===== config.mk =====
export PLATFORM = sky130hd
export DESIGN_NAME = muldiv_unit
export DESIGN_NICKNAME = d
export VERILOG_FILES = /design/src/rtl/muldiv_unit.sv
export SDC_FILE = /design/constraint.sdc
export NUM_CORES = 1
export LEC_CHECK = 0
export CAP_MARGIN = 5
export CORE_ASPECT_RATIO = 1.2
export CORE_MARGIN = 8
export CORE_UTILIZATION = 55
export DETAILED_ROUTE_END_ITERATION = 10
export PLACE_DENSITY = 0.87
export SLEW_MARGIN = 20
export SYNTH_ARGS = -nofsm -noshare
export SYNTH_HDL_FRONTEND = slang
export SYNTH_SLANG_ARGS = --single-unit
export TNS_END_PERCENT = 10

===== constraint.sdc =====
create_clock -name clock -period 4.4 [get_ports clock]
set_input_delay 1.1 -clock clock [delete_from_list [all_inputs] [get_ports clock]]
set_output_delay 1.1 -clock clock [all_outputs]
set_load 0.02 [all_outputs]

===== src/rtl/muldiv_unit.sv =====
// rtl/muldiv_unit.sv - iterative unsigned multiply/divide unit, one bit per cycle
// Shift-add multiply and restoring divide; result leaves as a one-cycle write-back.
module muldiv_unit #(
  parameter int WIDTH = 32
) (
  input  logic             clock,
  input  logic             reset,
  input  logic             start,
  input  logic [1:0]       op,
  input  logic [WIDTH-1:0] operand_a,
  input  logic [WIDTH-1:0] operand_b,
  input  logic [4:0]       dest_addr,
  output logic             busy,
  output logic             done,
  output logic             wb_en,
  output logic [4:0]       wb_addr,
  output logic [WIDTH-1:0] wb_data
);
  localparam int CW = $clog2(WIDTH) + 1;

  typedef enum logic [1:0] {IDLE, RUN, WB} state_t;

  state_t             state_q, state_d;
  logic [CW-1:0]      count_q;
  logic [1:0]         op_q;
  logic [4:0]         dest_q;
  logic [WIDTH-1:0]   opnd_q;
  logic [2*WIDTH-1:0] prod_q;
  logic [WIDTH-1:0]   rem_q;
  logic [WIDTH-1:0]   quo_q;
  logic [WIDTH-1:0]   last_q;
  logic [WIDTH-1:0]   result;
  logic               div_zero;

  logic [WIDTH:0]     mul_sum;
  logic [WIDTH:0]     rem_shift;
  logic [WIDTH:0]     rem_diff;
  logic               rem_ge;

  assign div_zero = op[1] && (operand_b == '0);

  // opnd_q holds the multiplicand for MUL/MULH and the divisor for DIVU/REMU
  assign mul_sum   = {1'b0, prod_q[2*WIDTH-1:WIDTH]} + (prod_q[0] ? {1'b0, opnd_q} : '0);
  assign rem_shift = {rem_q, quo_q[WIDTH-1]};
  assign rem_diff  = rem_shift - {1'b0, opnd_q};
  // remainder stays below the divisor, so a borrow out of bit WIDTH means "less than"
  assign rem_ge    = ~rem_diff[WIDTH];

  always_ff @(posedge clock) begin
    if (reset) state_q <= IDLE;
    else       state_q <= state_d;
  end

  always_comb begin
    state_d = state_q;
    case (state_q)
      IDLE:    if (start) state_d = div_zero ? WB : RUN;
      RUN:     if (count_q == CW'(1)) state_d = WB;
      WB:      state_d = IDLE;
      default: state_d = IDLE;
    endcase
  end

  always_ff @(posedge clock) begin
    if (reset) begin
      count_q <= '0;
      op_q    <= '0;
      dest_q  <= '0;
      opnd_q  <= '0;
      prod_q  <= '0;
      rem_q   <= '0;
      quo_q   <= '0;
      last_q  <= '0;
    end else begin
      case (state_q)
        IDLE: if (start) begin
          op_q    <= op;
          dest_q  <= dest_addr;
          count_q <= CW'(WIDTH);
          if (op[1]) begin
            opnd_q <= operand_b;
            // divide-by-zero results are preloaded so WB selects them like any other
            quo_q  <= div_zero ? '1 : operand_a;
            rem_q  <= div_zero ? operand_a : '0;
          end else begin
            opnd_q <= operand_a;
            prod_q <= {{WIDTH{1'b0}}, operand_b};
          end
        end
        RUN: begin
          count_q <= count_q - 1'b1;
          if (op_q[1]) begin
            rem_q <= rem_ge ? rem_diff[WIDTH-1:0] : rem_shift[WIDTH-1:0];
            quo_q <= {quo_q[WIDTH-2:0], rem_ge};
          end else begin
            prod_q <= {mul_sum, prod_q[WIDTH-1:1]};
          end
        end
        WB: last_q <= result;
        default: ;
      endcase
    end
  end

  always_comb begin
    result = '0;
    case (op_q)
      2'b00:   result = prod_q[WIDTH-1:0];
      2'b01:   result = prod_q[2*WIDTH-1:WIDTH];
      2'b10:   result = quo_q;
      default: result = rem_q;
    endcase
  end

  assign busy    = (state_q != IDLE);
  assign done    = (state_q == WB);
  assign wb_en   = done && (dest_q != 5'd0);
  assign wb_addr = dest_q;
  assign wb_data = done ? result : last_q;
endmodule


==> summary.md <==
| Metric | Value |
|---|---|
| Nets | 1782 |
| Cells on worst reg2reg path | 13 |
| DR vias | 13002 |
| First-iteration detailed-routing DRC count | 1266 |
| Cells after Synth | 1591 |
| Hold WC Path Type | reg2reg |
| Core area | 0.0238 mm^2 |
| Final setup viols | 0 |
| Crit path max fanout | 22 |
| Ys async rst share | 0 |
| Netlist Area Pre-Place | 0.0133 mm^2 |
| Largest net degree at the start of global routing | 73 |
| Detailed-route DRC error count | 0 |
| Gpl congestion | 0.939 |
| Yosys reg bits | 207 |
| Max Clk Rate | 247 MHz |
| Fin Hold WS | 0.472 ns |
| Post-CTS sizing | 0 |
| Commonest non-fill, non-tap cells in the layout | dfxtp_1, nand2_1, nor2_1 |
| Critical R2R Capture | prod_q[57]$_SDFFE_PP0P_ |
| Port bufs | 113 |
| Vias in the first global route | 12976 |
| Wirelength per Cell | 21.6 um |
| DR vias/cell | 6.58 |
| Worst-Margin Slew | 1.12 ns |
| Total CTS buffers | 24 |
| Final hold violations | 0 |
| Die area | 0.0294 mm^2 |
| Starting Density | 0.558 |
| DP HPWL | 30600 um |
| Final Util | 0.648 |
| Clock skew | 0.0121 ns |
| Area leader, netlist | dfxtp_1 |
| Post-synthesis cell type count | 75 |
| WHS Endpoint | quo_q[7]$_SDFFE_PP0P_ |
| FILL cells | 1964 |
| Worst vdd ir | 0.303 mV |
| RSZ-0062 raised after global routing | false |
| Max-slew headroom | 0.255 |
| # hold bufs at CTS | 0 |
| CTS tree | done |
| Placed cell areas | 0.0146 mm^2 |
| Sequential element share of the synthesized area | 0.312 |
| Proportion of layout cells with a drive suffix above 1 | 0.101 |
| DR pass1 iterations | 6 |
| Status | completed |
| Max_cap viols | 0 |
| Dpl cells | 1934 |
| CTS Sinks | 207 |
| WHS Path Cells | 2 |
| Cell Count, Final, Fillers Out | 1977 |
| Commonest non-fill, non-tap cell in the layout | dfxtp_1 |
| Area Overhead vs Synth | 16.1% |
| Syn_area_per_cell | 8.35 um^2 |
| Number of routed nets with antenna violations | 0 |
| Postcts setup bufs | 0 |
| Total number of yosys warnings | 0 |
| Worst reg2reg startpoint | opnd_q[0]$_SDFFE_PP0P_ |
| Initial antenna violation count | 0 |
| WS Path Type | reg2out |
| Number of synthesized flops with an enable pin | 0 |
| Post-route minimum period | 4.05 ns |
| Syn nets | 1733 |
| Total routed wirelength | 42800 um |
| GR Overflow Total | 0 |
| Clock Tree Root | clkbuf_16 |
| Static Leak | 5.95 nW |
| Synth Flop Type | dfxtp_1 |
| Critical Path Source Type | flip-flop |
| Die Y | 186 um |
| CTS clock-pin slew for the worst setup and hold paths | 0.06 ns |
| Top cell type's share of synthesized area | 0.312 |
| GRT Total Usage | 0.287 |
| Rows | 62 |
| Slew Viols, Final | 0 |
| Clk buf depth | 3 |
| Worst Path Arrival | 2.95 ns |
| Clk Latency, worst-skew pair | 0.53 ns |
| Synth top area cells | dfxtp_1, ha_1, a21oi_1, mux4_2, nand2_1 |
| Worst setup EP type | output pin |
| DIE WIDTH | 158 um |
| Final Cycle Share | 0.920 |
| Diode count | 0 |
| Number of H-tree levels | 1 |
| Top-Level Pins | 114 |
| Flop2flop setup slack | 0.57 ns |
| Worst min-delay path startpoint | quo_q[7]$_SDFFE_PP0P_ |
| First-pass GRT wire length | 67800 um |
| Setup_tns | 0 ns |
| PD cells | 402 mW/mm^2 |
| Final Instance Area | 0.0154 mm^2 |
| Critical Path RT | 3.30 ns |
report_power, final:
part | internal (mW) | total (mW) | switching, mW
Combinational | 0.757 | 1.97 | 1.21
Clock | 1.25 | 2.06 | 0.809
Sequential | 2.03 | 2.18 | 0.148
state kept, by name, summed over array words and instances (netlist names):
name and cells:
op_q 2, wb_addr 5, opnd_q 32, prod_q 64
last_q 32, quo_q 32, rem_q 32, state_q 2
count_q 6
cell usage after synthesis, types with 33 or more instances:
cell type / n
a211oi_1: 59
nor2b_1: 42
o221ai_1: 33
inv_1: 44
o21ai_0: 44
nand2_1: 181
ha_1: 66
a311oi_1: 34
dfxtp_1: 207
and2_1: 37
a21oi_1: 146
mux2i_1: 35
nor2_1: 156
clkbuf_1: 89
final cells by class:
class                      instances  area [um^2]  area share
inverter                          44          165      0.0107
timing repair buffer             143         1380      0.0893
tap                              320          400      0.0259
clock buffer                      36          727      0.0471
clock inverter                     7         88.8     0.00576
multi-input combinational       1220         8530       0.553
sequential                       207         4150       0.269
worst max-delay path, cell delays in order, from the launching register on:
cell,delay [ns]
dfxtp_1,0.66
nor2b_4,0.54
buf_12,0.25
mux2_2,0.38
clkdlybuf4s50_1,0.57
cell families after synthesis:
logic type / share of synthesized area
simple gates: 0.183
compound gates: 0.242
flops: 0.312
buf+inv: 0.0497
mux: 0.109
fa+ha+maj: 0.0651
xor+xnor: 0.0389
metrics by stage:
step                      worst slack (ns)  total power [mW]
after detailed placement             0.483              4.13
final                                0.352              6.21
after floorplan                       1.16              3.57
after CTS                            0.403              6.18
after global routing                 0.289              6.46
after global placement               0.533              4.07
how the worst max path moves through the flow:
stage | start | to | slack [ns] | depth (start not counted)
CTS | state_q[1]$_SDFFE_PP0P_ | wb_data[8] | 0.40 | 4
global placement | operand_b[29] | quo_q[12]$_SDFFE_PP0P_ | 0.53 | 8
finish | state_q[1]$_SDFFE_PP0P_ | wb_data[8] | 0.35 | 4
floorplan | op_q[1]$_SDFFE_PP0P_ | wb_data[14] | 1.16 | 4
global route | state_q[1]$_SDFFE_PP0P_ | wb_data[8] | 0.29 | 4
detailed placement | operand_b[29] | quo_q[15]$_SDFFE_PP0P_ | 0.48 | 8
routing by layer:
layer | share of wire | global-route usage | vias up
li1 | - | - | 5934
met1 | 0.38 | 0.336 | 6187
met2 | 0.47 | 0.480 | 699
met3 | 0.084 | 0.0529 | 182
met4 | 0.064 | 0.180 | 0
met5 | 0 | 0 | -
Note: power is estimated with default switching activity, not from simulation.
